<file path="src/rtl/skid_stage.sv">
// skid_stage: elastic two-entry valid/ready pipeline stage.
// OutData comes straight from the head register. InReady depends only on
// the held state and Flush, so no combinational path runs from OutReady
// to InReady. A synchronous Flush empties the stage.
module skid_stage #(
  parameter int unsigned WIDTH = 64
) (
  input  logic             clk,
  input  logic             resetn,
  input  logic             Flush,
  input  logic             InValid,
  output logic             InReady,
  input  logic [WIDTH-1:0] InData,
  output logic             OutValid,
  input  logic             OutReady,
  output logic [WIDTH-1:0] OutData,
  output logic [1:0]       Occupancy
);

  typedef enum logic [1:0] {
    EMPTY = 2'd0,
    ONE   = 2'd1,
    FULL  = 2'd2
  } state_t;

  state_t           state;
  logic [WIDTH-1:0] main_q;
  logic [WIDTH-1:0] skid_q;
  logic             in_fire;
  logic             out_fire;

  // Handshake qualification and state-derived outputs
  always_comb begin
    OutValid  = (state != EMPTY);
    InReady   = (state != FULL) && !Flush;
    OutData   = main_q;
    in_fire   = InValid && InReady;
    out_fire  = OutValid && OutReady && !Flush;
    unique case (state)
      ONE:     Occupancy = 2'd1;
      FULL:    Occupancy = 2'd2;
      default: Occupancy = 2'd0;
    endcase
  end

  // Occupancy state and data registers. A flush clears validity only and
  // leaves the data registers unchanged.
  always_ff @(posedge clk or negedge resetn) begin
    if (!resetn) begin
      state  <= EMPTY;
      main_q <= '0;
      skid_q <= '0;
    end else if (Flush) begin
      state <= EMPTY;
    end else begin
      unique case (state)
        EMPTY: begin
          if (in_fire) begin
            state  <= ONE;
            main_q <= InData;
          end
        end
        ONE: begin
          if (in_fire && out_fire) begin
            main_q <= InData;
          end else if (in_fire) begin
            state  <= FULL;
            skid_q <= InData;
          end else if (out_fire) begin
            state <= EMPTY;
          end
        end
        FULL: begin
          if (out_fire) begin
            state  <= ONE;
            main_q <= skid_q;
          end
        end
        default: state <= EMPTY;
      endcase
    end
  end

endmodule

</file>
<file path="config.mk">
export PLATFORM = sky130hd
export DESIGN_NAME = skid_stage
export DESIGN_NICKNAME = d
export VERILOG_FILES = /design/src/rtl/skid_stage.sv
export SDC_FILE = /design/constraint.sdc
export NUM_CORES = 1
export LEC_CHECK = 0
export ABC_AREA = 1
export CAP_MARGIN = 20
export CORE_AREA = 2 2 161 163
export CTS_BUF_LIST = sky130_fd_sc_hd__clkbuf_4 sky130_fd_sc_hd__clkbuf_8 sky130_fd_sc_hd__clkbuf_16
export CTS_CLUSTER_DIAMETER = 80
export DETAILED_ROUTE_END_ITERATION = 8
export DIE_AREA = 0 0 163 165
export DONT_BUFFER_PORTS = 1
export HOLD_SLACK_MARGIN = 0.12
export RECOVER_POWER = 25
export SLEW_MARGIN = 0
export SYNTH_ARGS = -nofsm -noshare
export SYNTH_HDL_FRONTEND = slang
export SYNTH_SLANG_ARGS = --single-unit
</file>
<file path="constraint.sdc">
create_clock -name clk -period 1.6 [get_ports clk]
set_input_delay 0.16 -clock clk [delete_from_list [all_inputs] [get_ports clk]]
set_output_delay 0.16 -clock clk [all_outputs]
set_load 0.01 [all_outputs]
</file>
==> run metrics <==
status complete, but fails checks; violations in the final reports hold timing; net count of the mapped netlist 870; count of pins on the block boundary 137; buffers added on ports 0; chip height 165 um; required time at the worst-slack endpoint 1.90 ns; maximum clock insertion buffer count 2; pin count of the biggest net entering global routing 131; slowest cell on the critical path sky130_fd_sc_hd__dfrtp_1; fraction of power spent switching nets 33.5%; DR WL/cell 16.4 um; total congestion overflow 0; worst skew pair latency 0.41 ns; leading cell type in the layout, fill and taps excluded sky130_fd_sc_hd__nand2_1; number of buffer and inverter instances along the worst setup path 5; origin of the critical flop-to-flop path state[0]; Post-Synthesis Cell Area 0.00623 mm2; number of routed nets with antenna violations 0; WL final 19800 um; count of TritonRoute iterations in the first routing pass 5; global-route wire length before repair 29200 um; CP Data Arrival Time 1.86 ns; layout-stage area growth over the synthesis result 31.3%; clock root buffer master sky130_fd_sc_hd__clkbuf_16; clock edge transition at the registers on the reported setup and hold paths 0.06 ns; number of vias in the routed layout 5539; Fin Setup TNS 0 ns; number of global-route vias before repair 5329; CP max FO 7; vias per cell 4.59; time the final worst path needs with I/O delays and setup 1.56 ns; fraction of layout instances using a drive strength above 1 11.7%; Die Width 163 um; max-capacitance violation count 0; final layout net count 934; area share of the largest cell type after synthesis 52.2%; power per cell area 1490 mW/mm2; Max Transition Viols Final 0; total CTS buffers 17; final routed DRC violation total 0; count of synthesis-stage warnings from yosys 0; setup clock skew after layout 0.00678 ns; critical path's largest stage delay 0.41 ns; Worst setup startpoint state[0]; category of the most critical setup path reg2reg; Core Region 0.0250 mm2; category of the worst setup path launch point register; Register-to-Register Setup Slack 0.04 ns; most frequent cells in the layout 445 x sky130_fd_sc_hd__nand2_1, 129 x sky130_fd_sc_hd__dfrtp_1, 68 x sky130_fd_sc_hd__nand4_1; Cells after Synth 801; total of flip-flops plus latches after synthesis 130; deepest level of the CTS H-tree 4; end point of the critical path OutData[23]; share of the core filled with cells in the final layout 32.7%; # rows 58; Placed Instance Area 0.00654 mm2; portion of total power attributed to the clock network 33.2%; ordered cell list for the critical path inv_2 -> buf_6 -> nand2_4 -> o21ai_4 -> buf_6 -> nand3_4 -> buf_12 -> clkbuf_16 -> nand2_1 -> nand2_1; share of total power in combinational logic 20.2%; LEAKAGE 4.22 nW; Mean Syn Cell Area 7.77 um2; maximum vdd ir drop 563 uV; proportion of synthesized chip area in sequential cells 52.2%; worst-case hold slack -0.554 ns; Setup-failing EPs final 0; area of the die 0.0269 mm2; Worst slew margin 72.7%; r2r endpoint OutData[23]; top post-synthesis cells by area sky130_fd_sc_hd__dfrtp_1 52%, sky130_fd_sc_hd__nand2_1 28%, sky130_fd_sc_hd__nand4_1 6.8%, sky130_fd_sc_hd__nand3_1 5.1%, sky130_fd_sc_hd__buf_4 3.6%; CTS tree yes; Setup crit end kind register; count of antenna diodes in the layout 0; Tightest Hold Check Type in2async; hold bufs inserted after CTS 66; initial drt markers 589; initial standard-cell utilization of the core 24.9%; top cell type by total area after synthesis sky130_fd_sc_hd__dfrtp_1; post-layout instance area 0.00818 mm2; Final GP Congestion 0.773; TritonCTS sink count 130; actual slew at the worst max-slew pin 0.410 ns; unique cell type count in the Yosys netlist 19; Final HPWL DP 11200 um; cell family contributing the most delay on the critical path buffers and inverters; number of gates on the worst path with buffers counted 10; final critical-path share of the clock period 97.6%; global routing usage summed across all routing layers 14.0%; highest attainable clock frequency 641 MHz; internal power contribution 8.12 mW; worst r2r path cells 10; sequential share of power 46.6%; Final Hold Violating Endpoints 130; Switch Pwr 4.10 mW; number of antenna violations at the first check in global routing 0
-- cells in the mapped netlist, drive strengths merged --
library cell,number
a21oi,1
buf,60
clkbuf,2
dfrtp,130
inv,9
nand2,460
nand3,65
nand3b,1
nand4,68
nor2,3
o211ai,1
o21ai,1
-- state kept, by name, indices dropped and copies added (netlist names) --
register and cells:
skid_q 64, OutData 64, state 2
-- through the flow --
step	std cells	power (mW)	hold WS (ns)	worst slack, ns
3_3_place_gp	1093	7.61	-0.132	0.0842
4_1_cts	1191	12.0	-0.579	0.0134
3_5_place_dp	1093	7.69	-0.132	0.0177
6_report	1207	12.2	-0.554	0.0392
2_1_floorplan	801	7.04	-0.136	0.272
5_1_grt	1207	13.0	-0.579	-0.0284
-- power by group through the flow --
stage / Sequential, mW / Combinational (mW) / Clock, mW
after detailed placement: 5.72 / 1.98 / 0
after CTS: 5.68 / 2.14 / 4.13
final: 5.69 / 2.47 / 4.05
after floorplan: 5.45 / 1.59 / 0
after global routing: 5.85 / 2.82 / 4.30
after global placement: 5.70 / 1.91 / 0
-- routing by layer --
metal | share of wire, % | GRT usage [%] | up-vias
met1 | 44 | 17.2 | 2632
met4 | 2.0 | 5.27 | 0
li1 | - | - | 2704
met3 | 5.4 | 3.29 | 27
met2 | 49 | 24.0 | 176
met5 | 0 | 0 | -
-- final cells by class --
cell class                 instances  area, um2
clock buffer                      21        462
clock inverter                    10        135
fill                            2574      16900
inverter                           9       36.3
multi-input combinational        600       2650
sequential                       130       3250
tap                              330        413
timing repair buffer             107       1230
-- timing repair --
item | in CTS | in global routing
pin swaps | 0 | 5
gates cloned | 0 | 7
resized for setup | 4 | 39
setup buffers | 1 | 9
hold endpoints to repair | 260 | 130
setup endpoints to repair | 3 | 77
-- cell families (layout without fill, tap and decap cells) --
family          after synthesis  after routing  share of synthesized area, %
flops                       130            130                          52.2
buf+inv                      71            147                          6.87
compound gates                3              3                         0.482
simple gates                597            597                          40.4
-- worst min path at each step --
stage	startpoint	endpoint	cells past startpoint
global placement	resetn	skid_q[20]	0
CTS	resetn	skid_q[20]	0
detailed placement	resetn	skid_q[20]	0
finish	resetn	skid_q[20]	0
floorplan	resetn	OutData[0]	0
global route	resetn	skid_q[20]	0
(Power assumes the default switching activity.)
